<file path="config.mk">
export PLATFORM = sky130hd
export DESIGN_NAME = holding_fifo
export DESIGN_NICKNAME = d
export VERILOG_FILES = /design/src/rtl/holding_fifo.sv
export SDC_FILE = /design/constraint.sdc
export NUM_CORES = 1
export LEC_CHECK = 0
export CAP_MARGIN = 25
export CORE_UTILIZATION = 40
export DETAILED_ROUTE_END_ITERATION = 7
export GPL_ROUTABILITY_DRIVEN = 0
export GPL_TIMING_DRIVEN = 1
export PLACE_DENSITY = 0.59
export SYNTH_ARGS = -nofsm -noshare
export SYNTH_HDL_FRONTEND = slang
export SYNTH_SLANG_ARGS = --single-unit
</file>
<file path="constraint.sdc">
create_clock -name clk -period 2.6 [get_ports clk]
set_input_delay 0.39 -clock clk [delete_from_list [all_inputs] [get_ports clk]]
set_output_delay 0.39 -clock clk [all_outputs]
set_load 0.05 [all_outputs]
</file>
<file path="src/rtl/holding_fifo.sv">
`default_nettype none
// ============================================================================
// Module   : holding_fifo
// Purpose  : Depth-N first-word-fall-through queue between datapath stages.
//            Provides write/read strobes, occupancy count, full/empty flags,
//            synchronous clear and a sticky overflow flag.
// Revision : 1.0  initial release
// ============================================================================
module holding_fifo #(
  parameter int word_size = 32,
  parameter int depth     = 4,
  localparam int cnt_size = $clog2(depth + 1)
) (
  input  logic                 clk,
  input  logic                 reset,
  input  logic [word_size-1:0] input_data,
  input  logic                 write,
  input  logic                 read,
  input  logic                 clear,
  output logic [word_size-1:0] output_data,
  output logic                 empty,
  output logic                 full,
  output logic [cnt_size-1:0]  count,
  output logic                 overflow
);

  localparam int ptr_size = (depth > 1) ? $clog2(depth) : 1;
  localparam logic [ptr_size-1:0] last_ptr  = ptr_size'(depth - 1);
  localparam logic [cnt_size-1:0] depth_cnt = cnt_size'(depth);

  logic [word_size-1:0] storage [depth];
  logic [ptr_size-1:0]  wr_ptr;
  logic [ptr_size-1:0]  rd_ptr;
  logic                 wr_ok;
  logic                 rd_ok;

  // Status flags and head word come straight from registered state.
  assign empty       = (count == '0);
  assign full        = (count == depth_cnt);
  assign output_data = empty ? '0 : storage[rd_ptr];

  // A write into a full queue is only taken when a read frees a slot in the
  // same cycle; clear suppresses both strobes.
  assign wr_ok = write & ~clear & (~full | read);
  assign rd_ok = read  & ~clear & ~empty;

  // Storage array carries no reset; unused entries are masked by empty.
  always_ff @(posedge clk) begin
    if (wr_ok) begin
      storage[wr_ptr] <= input_data;
    end
  end

  // Pointers wrap explicitly at depth-1 so non-power-of-two depths work.
  always_ff @(posedge clk or negedge reset) begin
    if (!reset) begin
      wr_ptr <= '0;
      rd_ptr <= '0;
    end else if (clear) begin
      wr_ptr <= '0;
      rd_ptr <= '0;
    end else begin
      if (wr_ok) begin
        wr_ptr <= (wr_ptr == last_ptr) ? '0 : wr_ptr + 1'b1;
      end
      if (rd_ok) begin
        rd_ptr <= (rd_ptr == last_ptr) ? '0 : rd_ptr + 1'b1;
      end
    end
  end

  // Occupancy moves only when exactly one of push/pop happens.
  always_ff @(posedge clk or negedge reset) begin
    if (!reset) begin
      count <= '0;
    end else if (clear) begin
      count <= '0;
    end else if (wr_ok && !rd_ok) begin
      count <= count + 1'b1;
    end else if (rd_ok && !wr_ok) begin
      count <= count - 1'b1;
    end
  end

  // Sticky record of any write dropped because the queue was full.
  always_ff @(posedge clk or negedge reset) begin
    if (!reset) begin
      overflow <= 1'b0;
    end else if (clear) begin
      overflow <= 1'b0;
    end else if (write && full && !read) begin
      overflow <= 1'b1;
    end
  end

endmodule
`default_nettype wire
</file>
==> run_results.csv <==
group,metric,value,unit
detailed_routing,via_count,2671,
placed_design,pre_cts_ws,0.259,ns
floorplan,start_util,41.1,%
sta,worst_pin_slew,0.506,ns
synthesis,avgSynthCellArea,20.7,sq um
synthesis,ys_types,35,
sta,worst_slack,0.0800,ns
synthesis,ys_async_sr_fraction,5.88,%
outcome,outcome,"completed",
setup_path,slowest_delay,0.86,ns
global_route,globalRouteTotalUtil,15.2,%
finish,fillers,1079,
sta,fin_setup_tns,0,ns
global_route,grt_max_degree,36,
setup_path,start_kind,"flip-flop",
sta,timing.fmax,397,MHz
finish,area_growth,31.9,%
sta,slew_violations,0,
global_route,grt_pass1_vias,2903,
clock_tree,cts.sink_count,136,
floorplan,die_y,119,um
sta,finalHoldViolCount,0,
clock_tree,clkTransAtPathRegs,0.06,ns
finish,nets,398,
finish,multi_input_area,0.00129,sq mm
synthesis,synthCells,262,
sta,worst_clock_skew,0.00901,ns
detailed_routing,ant_nets,0,
global_route,overflow,0,
setup_path,end_kind,"output pin",
placed_design,port_buffers,74,
setup_path,crit_chain,"nor3b_4, clkdlybuf4s50_1",
detailed_routing,drt-wirelength-per-cell,18.0,um
finish,n_antenna_cell,0,
floorplan,die-area,0.0141,sq mm
detailed_routing,via_per_inst,4.90,
detailed_routing,firstDrtPassIters,4,
synthesis,ys.flop_type,"edfxtp_1",
synthesis,netlist_area,0.00544,sq mm
clock_tree,postCtsSetupRepairBufs,0,
clock_tree,cts_inserted_buffers,17,
finish,seqCellArea,0.00405,sq mm
floorplan,core_area,0.0132,sq mm
global_route,grt_pass1_wl,15.8,mm
synthesis,synth_edf_count,128,
floorplan,ios,75,
detailed_routing,wl,9.81,mm
clock_tree,ctsHoldBuffers,0,
clock_tree,clock_tree.htree_level_count,4,
sta,rsz0062_at_grt,"false",
power_and_ir_drop,leakage,2.41,nW
power_and_ir_drop,vdd_drop_max,703,uV
sta,setup_violations,0,
placed_design,hpwl,6.16,mm
clock_tree,clockRootBuffer,"clkbuf_16",
setup_path,cp.required,2.21,ns
clock_tree,tritoncts,"built",
setup_path,crit_type,"flip-flop to output pin",
synthesis,synth-seq-cells,136,
sta,period_needed,2.52,ns
floorplan,row_count,42,
detailed_routing,route.detailed.drc,0,
floorplan,dieWidth,119,um
clock_tree,cts_buffer_depth,2,
setup_path,worstPathArrival,2.13,ns
run,maxCapViolCount,0,
sta,max-slew-margin-rel,66.1,%
clock_tree,cts.repair.resized,0,
synthesis,yosysWarnings,0,
setup_path,crit_slowest_cell,"clkdlybuf4s50_1",
sta,min_period_over_period,96.9,%
power_and_ir_drop,power-per-cell-area,1130,mW/mm^2
detailed_routing,dr.first_iter.drc_count,170,
synthesis,ys_seq_area_share,74.4,%
setup_path,cp_max_fo,8,
finish,drive_gt1_share,32.8,%
synthesis,synth_fp_nets,304,
clock_tree,clk_latency,0.41,ns
global_route,antenna_found_initial,0,
min_path,hold_class,"primary input to asynchronous set/reset pin",
==> final cells by class <==
class,instances,area share (%)
Inverter,5,0.262
Sequential cell,136,56.4
Clock buffer,18,5.99
Clock inverter,14,2.09
Timing Repair Buffer,88,14.1
Multi-Input combinational cell,108,18.0
Tap cell,176,3.07
==> registers in the layout (all words and copies together) (netlist names) <==
name	flops
count	3
overflow	1
rd_ptr	2
storage	128
wr_ptr	2
==> synthesized netlist by cell type, types with 2 or more instances <==
library cell	instances	area, sq um
a31oi_1	2	12.5
and2_1	4	25.0
and2b_1	6	45.0
buf_2	6	30.0
buf_6	3	33.8
clkbuf_1	3	11.3
dfrtp_1	8	200
edfxtp_1	128	3840
ha_1	4	50.1
inv_1	5	18.8
mux2_1	2	22.5
mux4_2	32	721
nand2b_1	3	18.8
nor2_1	10	37.5
nor2b_1	26	163
==> where the power goes <==
group	total [W]	switching (W)	internal, W
registers	0.00264	0.000103	0.00254
clock network	0.00231	0.000895	0.00141
logic	0.00313	0.00185	0.00128
==> worst max-delay path: cells and delay by family, from the launching register on <==
family	cells	cell delay (ns)
buffers and inverters	1	0.86
AND/OR/NAND/NOR	1	0.33
flip-flops	1	0.53
==> cells in the final DEF, fill, tap and decap left out, types with 3 or more instances in the layout <==
master	n
nor2_1	10
edfxtp_1	128
nor2b_1	26
clkdlybuf4s50_1	41
inv_1	5
clkinvlp_4	6
and2_2	4
ha_1	4
mux4_2	32
dfrtp_1	6
nand2b_1	3
buf_12	20
clkbuf_16	17
buf_4	27
and2b_1	6
==> final timing paths <==
| kind | from | end | slack [ns] | cells past startpoint |
|---|---|---|---|---|
| max | count[2] | full | 0.08 | 2 |
| max in group asynchronous | reset | rd_ptr[0] | 2.00 | 1 |
| max reg2reg | count[2] | count[2] | 0.65 | 6 |
| min reg2reg | overflow | overflow | 0.55 | 2 |
| min in group clk | overflow | overflow | 0.55 | 2 |
| min | reset | count[0] | 0.29 | 1 |
==> routing by layer <==
metal / up-vias / part of all wire (%) / track usage, %
met2: 63 / 52 / 26.5
met5: - / 0 / 0
met1: 1360 / 43 / 18.2
met3: 12 / 3.6 / 4.25
met4: 0 / 1.1 / 4.98
li1: 1236 / - / -
==> kinds of logic after synthesis <==
kind of cell	after synthesis	share of synthesized area [%]
mux	36	14.1
compound gates	10	1.45
xor+xnor	2	0.322
buf+inv	18	2.09
simple gates	55	6.33
flops	136	74.4
fa+ha+maj	5	1.29
==> stage by stage <==
| stage | util [%] | power (W) | std cells | area, sq um | hold slack (ns) |
|---|---|---|---|---|---|
| finish | 54.1 | 0.00808 | 545 | 7170 | 0.286 |
| global route | 54.1 | 0.00839 | 545 | 7170 | 0.293 |
| CTS | 54.1 | 0.00818 | 545 | 7170 | 0.279 |
| detailed placement | 49.8 | 0.00587 | 513 | 6590 | 0.518 |
| global placement | 49.8 | 0.00585 | 513 | 6590 | 0.493 |
| floorplan | - | 0.00469 | 262 | 5440 | 0.0944 |
Note: power is estimated with default switching activity, not from simulation.
